===== config.mk =====
export PLATFORM = sky130hd
export DESIGN_NAME = iterative_multiplier
export DESIGN_NICKNAME = d
export VERILOG_FILES = /design/src/rtl/iterative_multiplier.sv
export SDC_FILE = /design/constraint.sdc
export NUM_CORES = 1
export LEC_CHECK = 0
export CAP_MARGIN = 15
export CORE_MARGIN = 2
export CORE_UTILIZATION = 49
export DETAILED_ROUTE_END_ITERATION = 8
export PLACE_DENSITY_LB_ADDON = 0.25
export SETUP_SLACK_MARGIN = 0.3
export SYNTH_ARGS = -nofsm -noshare
export SYNTH_HDL_FRONTEND = slang
export SYNTH_SLANG_ARGS = --single-unit

===== constraint.sdc =====
create_clock -name Clk -period 3.25 [get_ports Clk]
set_input_delay 0.65 -clock Clk [delete_from_list [all_inputs] [get_ports Clk]]
set_output_delay 0.65 -clock Clk [all_outputs]
set_load 0.1 [all_outputs]

===== src/rtl/iterative_multiplier.sv =====
// iterative_multiplier: multi-cycle shift-add MUL for LEGv8; define MUL_HIGH_EN for a full-width accumulator and UMULH on ResultHi
module iterative_multiplier #(
  parameter int WIDTH = 64
) (
  input  logic             Clk,
  input  logic             Reset,
  input  logic             Start,
  input  logic [WIDTH-1:0] BusA,
  input  logic [WIDTH-1:0] BusB,
  input  logic [4:0]       RWIn,
  output logic             Busy,
  output logic             Done,
  output logic [WIDTH-1:0] Result,
  output logic [WIDTH-1:0] ResultHi,
  output logic [4:0]       RWOut,
  output logic             RegWr
);
  localparam int CW = $clog2(WIDTH);
`ifdef MUL_HIGH_EN
  localparam int MW = 2 * WIDTH;
`else
  localparam int MW = WIDTH;
`endif
  typedef enum logic [1:0] {IDLE, RUN, DONE} state_t;
  state_t           state_q, state_d;
  logic [MW-1:0]    mcand_q, mcand_d, acc_q, acc_d;
  logic [WIDTH-1:0] mplier_q, mplier_d, result_q, result_d;
  logic [CW-1:0]    cnt_q, cnt_d;
  logic [4:0]       rw_q, rw_d;
  logic             last;
  // next-state: latch operands in IDLE, one add-and-shift step per RUN edge
  always_comb begin
    state_d  = state_q;
    mcand_d  = mcand_q;
    mplier_d = mplier_q;
    acc_d    = acc_q;
    cnt_d    = cnt_q;
    rw_d     = rw_q;
    result_d = result_q;
    last     = (state_q == RUN) && (cnt_q == CW'(WIDTH - 1));
    case (state_q)
      IDLE: if (Start) begin
        state_d  = RUN;
        mcand_d  = MW'(BusA);
        mplier_d = BusB;
        rw_d     = RWIn;
        acc_d    = '0;
        cnt_d    = '0;
      end
      RUN: begin
        acc_d    = acc_q + (mplier_q[0] ? mcand_q : '0);
        mcand_d  = mcand_q << 1;
        mplier_d = mplier_q >> 1;
        cnt_d    = cnt_q + 1'b1;
        result_d = last ? acc_d[WIDTH-1:0] : result_q;
        state_d  = last ? DONE : RUN;
      end
      default: state_d = IDLE;
    endcase
  end
  // state and datapath registers
  always_ff @(posedge Clk) begin
    if (Reset) begin
      state_q  <= IDLE;
      mcand_q  <= '0;
      mplier_q <= '0;
      acc_q    <= '0;
      cnt_q    <= '0;
      rw_q     <= '0;
      result_q <= '0;
    end else begin
      state_q  <= state_d;
      mcand_q  <= mcand_d;
      mplier_q <= mplier_d;
      acc_q    <= acc_d;
      cnt_q    <= cnt_d;
      rw_q     <= rw_d;
      result_q <= result_d;
    end
  end
`ifdef MUL_HIGH_EN
  logic [WIDTH-1:0] result_hi_q;
  // upper product half, loaded alongside the low half on the final iteration
  always_ff @(posedge Clk) begin
    if (Reset) result_hi_q <= '0;
    else if (last) result_hi_q <= acc_d[MW-1:WIDTH];
  end
  assign ResultHi = result_hi_q;
`else
  assign ResultHi = '0;
`endif
  assign Busy   = state_q != IDLE;
  assign Done   = state_q == DONE;
  assign RegWr  = Done && (rw_q != 5'd31);
  assign Result = result_q;
  assign RWOut  = rw_q;
endmodule


==> summary.txt, run 1 <==
status -> finished, violations left
failing checks -> setup timing
top cells by count, synth -> 479 x nor2_1, 270 x a21oi_1, 269 x dfxtp_1
Post-synth EDFFs -> 0
Port Buffer Count -> 207
Relative slew margins -> 46.4%
first-pass GRT wire length -> 76100 um
CTS Buffer Depth -> 3
routability cong. -> 0.944
Sink Count -> 269
crit path launch type -> flop
Core Region -> 0.0325 mm2
Synth area leaders -> dfxtp_1 33%, nor2_1 11%, a21oi_1 8.3%
measured slew at the worst slew-check pin -> 803 ps
# rows -> 66
Max Transition Viols Final -> 0
routed vias -> 15977
area share of the largest cell type after synthesis -> 33.2%
met2 usage -> 44.6%
number of setup violations in the final report -> 2
Die Span Y -> 186 um
register area -> 0.00540 mm2
Vias/cell -> 5.46
fin nets -> 2661
I/O pins -> 272
root buf cell -> clkbuf_16
Crit Path Class -> flop to flop
GRT overflow -> 0
Final period util -> 100%
syn_area_per_cell -> 7.19 um2
Chip Width -> 186 um
CTS tree -> done
critical path capture point type -> flop
initial antenna violation count -> 1
WL final -> 48100 um
GR Layer Usage met3 -> 4.52%
DP Cell Count -> 2825
fill cell count -> 2848
Area growth, synth to finish -> 30.6%
count of cell types in the netlist -> 81
Worst-Skew Late Latency -> 560 ps
synth warn -> 0
Fin Clk Skew -> 12.4 ps
Layout Cells excl Fill -> 2924
Setup WS post-layout -> -3.20 ps
largest net degree at the start of global routing -> 98
met1 usage -> 36.1%
Final Util -> 65.1%
Top Usage Layer GRT -> met2
register area share after synthesis -> 33.2%
WL per Instance -> 16.5 um
Data required, critical path -> 3730 ps
Reg clk slew, reported paths -> 70 ps
Hold Crit Class -> flop to flop
Post-DRT Antenna Nets -> 0
DR iter-0 viols -> 1159
layout cell share with drive strength beyond 1 -> 17.9%
maximum clock rate -> 307 MHz
RSZ-0062 raised after global routing -> true
Worst EP arrival -> 3730 ps
PwrDens -> 426 mW/mm2
area of the die -> 0.0345 mm2
Pleak -> 8.99 nW
DPL Wire Length -> 33200 um
diodes inserted -> 0
min cycle time layout -> 3250 ps
ys async rst share -> 0%
clock buffer count from CTS -> 28
Yosys top cell by area -> dfxtp_1
most common cell in the netlist -> nor2_1
CP max FO -> 34
Synth Register Bits -> 269
H-tree depth -> 1
Top FF cell, synth -> dfxtp_1
Initial Util -> 49.8%
Max-Cap Viols -> 0
area of the multi-input gates -> 0.0110 mm2
Hold Vio Cnt, Final -> 0
Mapped Cells -> 2254
DRC viols -> 0
Cell Area, Synth -> 0.0162 mm2
total track usage -> 26.9%
DR pass1 iterations -> 5
Peak VDD IR -> 0.412 mV
vias in the first global route -> 15086
## placed cells by master, fill, tap and decap left out, types with 7 or more instances in the layout
cell,synthesis,routed
o21ai_2,3,8
bufinv_16,0,7
clkbuf_16,0,29
buf_6,2,14
nand2_1,204,195
ha_1,64,35
xnor2_2,0,13
xor2_2,0,11
nor2_1,479,472
nand3b_1,7,7
dfxtp_1,269,266
o21bai_1,14,11
xor2_1,29,18
and2_1,66,53
a21oi_4,0,9
xnor2_1,29,16
buf_4,70,183
a21oi_2,1,19
a22o_1,28,28
o21ai_0,41,25
o21ai_1,4,13
a22oi_1,30,30
nand3_1,23,20
conb_1,1,64
a21oi_1,270,243
clkdlybuf4s50_1,0,133
a21o_1,36,36
and2_4,0,13
nand4_1,21,21
ha_4,0,24
nor3_1,140,137
inv_1,17,15
nor2b_1,132,130
## path summary, 6_finish.rpt
| check | startpoint | to | slack, ps | cells after the start |
|---|---|---|---|---|
| max | mplier_q[0]$_SDFFE_PP0P_ | Result[56]$_SDFFE_PP0P_ | -3 | 14 |
| min | Result[24]$_SDFFE_PP0P_ | Result[24]$_SDFFE_PP0P_ | 450 | 2 |
| max reg2reg | mplier_q[0]$_SDFFE_PP0P_ | Result[56]$_SDFFE_PP0P_ | -3 | 14 |
| min reg2reg | Result[24]$_SDFFE_PP0P_ | Result[24]$_SDFFE_PP0P_ | 450 | 2 |
## through the flow
stage	setup WS, ps	hold WS, ps	instance area [um2]	TNS [ps]	power, mW
3_3_place_gp	-6.38	443	18700	-6.38	5.24
5_1_grt	-95.8	473	21200	-1130	9.35
3_5_place_dp	-109	448	18700	-502	5.27
6_report	-3.20	453	21200	-3.21	9.01
2_1_floorplan	215	430	16700	0	4.90
4_1_cts	31.8	457	20600	0	9.02
## worst max-delay path, stage by stage (launching register included)
cell	delay, ps
dfxtp_4	380
buf_12	160
and2_1	170
ha_1	280
a21o_1	220
a21o_1	190
a21o_1	210
a211oi_2	260
o211ai_1	220
a311oi_4	390
buf_4	190
o41ai_4	60
xor2_1	220
nand2_1	80
a21oi_1	130
## power breakdown
group          total (mW)  switching (mW)  internal [mW]
sequential           3.61           0.133           3.48
combinational        1.69            1.07          0.625
clock                3.71            1.46           2.25
## what timing repair did
action | CTS | global route
hold buffers | 0 | 0
endpoints found under the setup margin | 78 | 92
buffers inserted | 31 | 14
cloned | 2 | 0
pin swaps | 76 | 66
resized for setup | 119 | 80
## cell families after synthesis
family / count (synthesis) / synth area share, %
buf+inv: 243 / 7.42
mux: 1 / 0.0695
simple gates: 1118 / 31.8
flops: 269 / 33.2
compound gates: 499 / 19.2
xor+xnor: 58 / 3.13
fa+ha+maj: 65 / 5.07
other cells: 1 / 0.0231
## flip-flops by register name (all words and copies together) (netlist names)
name,cells
cnt_q,6
state_q,2
Result,64
mcand_q,64
RWOut,5
mplier_q,64
acc_q,64
## layout make-up
type,count,area share [%]
Multi-Input combinational cell,1805,52.2
Inverter,17,0.301
Sequential cell,269,25.5
Timing Repair Buffer,339,14.4
Tap cell,442,2.61
Clock buffer,34,3.61
Clock inverter,18,1.38
## routing by layer
layer / up-vias / wire [um]
li1: 7919 / -
met4: 2 / 1220
met5: - / 11
met1: 7516 / 21600
met3: 82 / 2810
met2: 458 / 22500
(Power assumes the default switching activity.)
==> run 2: changes to the inputs <==
Settings changed: CORE_MARGIN 2 to 5.
==> summary.txt, run 2 (synthesis gave the netlist of run 1 again) <==
total track usage -> 25.4%
root buf cell -> clkbuf_16
Final period util -> 101%
diodes inserted -> 0
most frequent cells in the layout -> 464 x nor2_1, 266 x dfxtp_1, 228 x a21oi_1
maximum clock rate -> 304 MHz
largest net degree at the start of global routing -> 120
PwrDens -> 431 mW/mm2
Chip Width -> 192 um
measured slew at the worst slew-check pin -> 907 ps
routed vias -> 16154
CP max FO -> 8
Final Util -> 65.6%
Reg clk slew, reported paths -> 60 ps
cts hold-fix bufs -> 0
Port Buffer Count -> 207
Peak VDD IR -> 0.369 mV
Fin Clk Skew -> 24.4 ps
DRC viols -> 0
Worst EP arrival -> 3770 ps
Setup TNS -> -229 ps
Relative slew margins -> 39.5%
Sink Count -> 269
Hold Crit Class -> flop to flop
Max-Cap Viols -> 0
Core Region -> 0.0326 mm2
crit path launch type -> flop
min cycle time layout -> 3290 ps
fill cell count -> 2735
Initial Util -> 49.7%
Min Hold Slack -> 453 ps
pre-CTS WS -> -96.6 ps
vias in the first global route -> 15330
initial antenna violation count -> 1
Vias/cell -> 5.56
fin nets -> 2638
Post-DRT Antenna Nets -> 0
CTS Buffer Depth -> 3
post-route cell area -> 0.0214 mm2
r2r setup slk -> -40 ps
routability cong. -> 0.941
placed inst area -> 0.0186 mm2
WL per Instance -> 17.2 um
DP Cell Count -> 2814
Setup WS post-layout -> -40.3 ps
Data required, critical path -> 3730 ps
critical path capture point type -> flop
Pleak -> 8.98 nW
Worst-Skew Late Latency -> 570 ps
DR pass1 iterations -> 5
most common cell after layout, fill and taps aside -> nor2_1
WL final -> 49900 um
Hold Vio Cnt, Final -> 0
I/O pins -> 272
Power Total -> 9.21 mW
GRT overflow -> 0
clock buffer count from CTS -> 30
Area growth, synth to finish -> 32.0%
failing checks -> setup timing
status -> finished, violations left
RSZ-0062 raised after global routing -> true
layout cell share with drive strength beyond 1 -> 19.2%
area of the die -> 0.0368 mm2
CTS tree -> done
first-pass GRT wire length -> 78700 um
Max Transition Viols Final -> 0
DPL Wire Length -> 32900 um
H-tree depth -> 1
# rows -> 66
DR iter-0 viols -> 1205
Crit Path Class -> flop to flop
number of setup violations in the final report -> 10
Die Span Y -> 192 um
Layout Cells excl Fill -> 2903
## run 2: where the power goes
group / internal [mW] / total (mW) / switching [mW]
sequential: 3.48 / 3.62 / 0.146
clock: 2.40 / 3.88 / 1.48
combinational: 0.627 / 1.70 / 1.08
## run 2: repair_timing
item,CTS,global route
buffers inserted,13,16
pin swaps,31,53
resized for setup,140,110
endpoints found under the hold margin,0,0
setup endpoints to repair,76,92
cloned,2,2
## run 2: layout make-up
cell class                      instances  area, um2  area share (%)
Timing Repair Buffer                  314       2900            13.6
Sequential cell                       269       5400            25.2
Inverter                               17       63.8           0.298
Clock buffer                           38        883            4.13
Multi-Input combinational cell       1805      11300            52.9
Clock inverter                         18        265            1.24
Tap cell                              442        553            2.59
## run 2: per-layer routing
metal | GRT usage (%) | part of all wire, %
met4 | 6.13 | 2.6
met2 | 41.4 | 46
met1 | 35.1 | 44
met3 | 4.51 | 7.4
met5 | 0 | 0.022
## run 2: worst max-delay path: stages (launching register included)
cell and delay, ps:
dfxtp_4 400, buf_12 160, and2_4 140, ha_4 270, nand4_1 170, buf_4 190, nor3b_4 290, nand3_1 120
o211a_1 270, nand3b_4 100, a311oi_2 100, buf_4 180, nor2_4 110, a41oi_4 130, or3_1 350, a311oi_2 210
## run 2: final timing paths
| kind | startpoint | to | cells past startpoint |
|---|---|---|---|
| worst max register to register | mplier_q[0]$_SDFFE_PP0P_ | Result[60]$_SDFFE_PP0P_ | 15 |
| worst min register to register | Result[18]$_SDFFE_PP0P_ | Result[18]$_SDFFE_PP0P_ | 2 |
| worst max-delay path | mplier_q[0]$_SDFFE_PP0P_ | Result[60]$_SDFFE_PP0P_ | 15 |
| worst min-delay path | Result[18]$_SDFFE_PP0P_ | Result[18]$_SDFFE_PP0P_ | 2 |
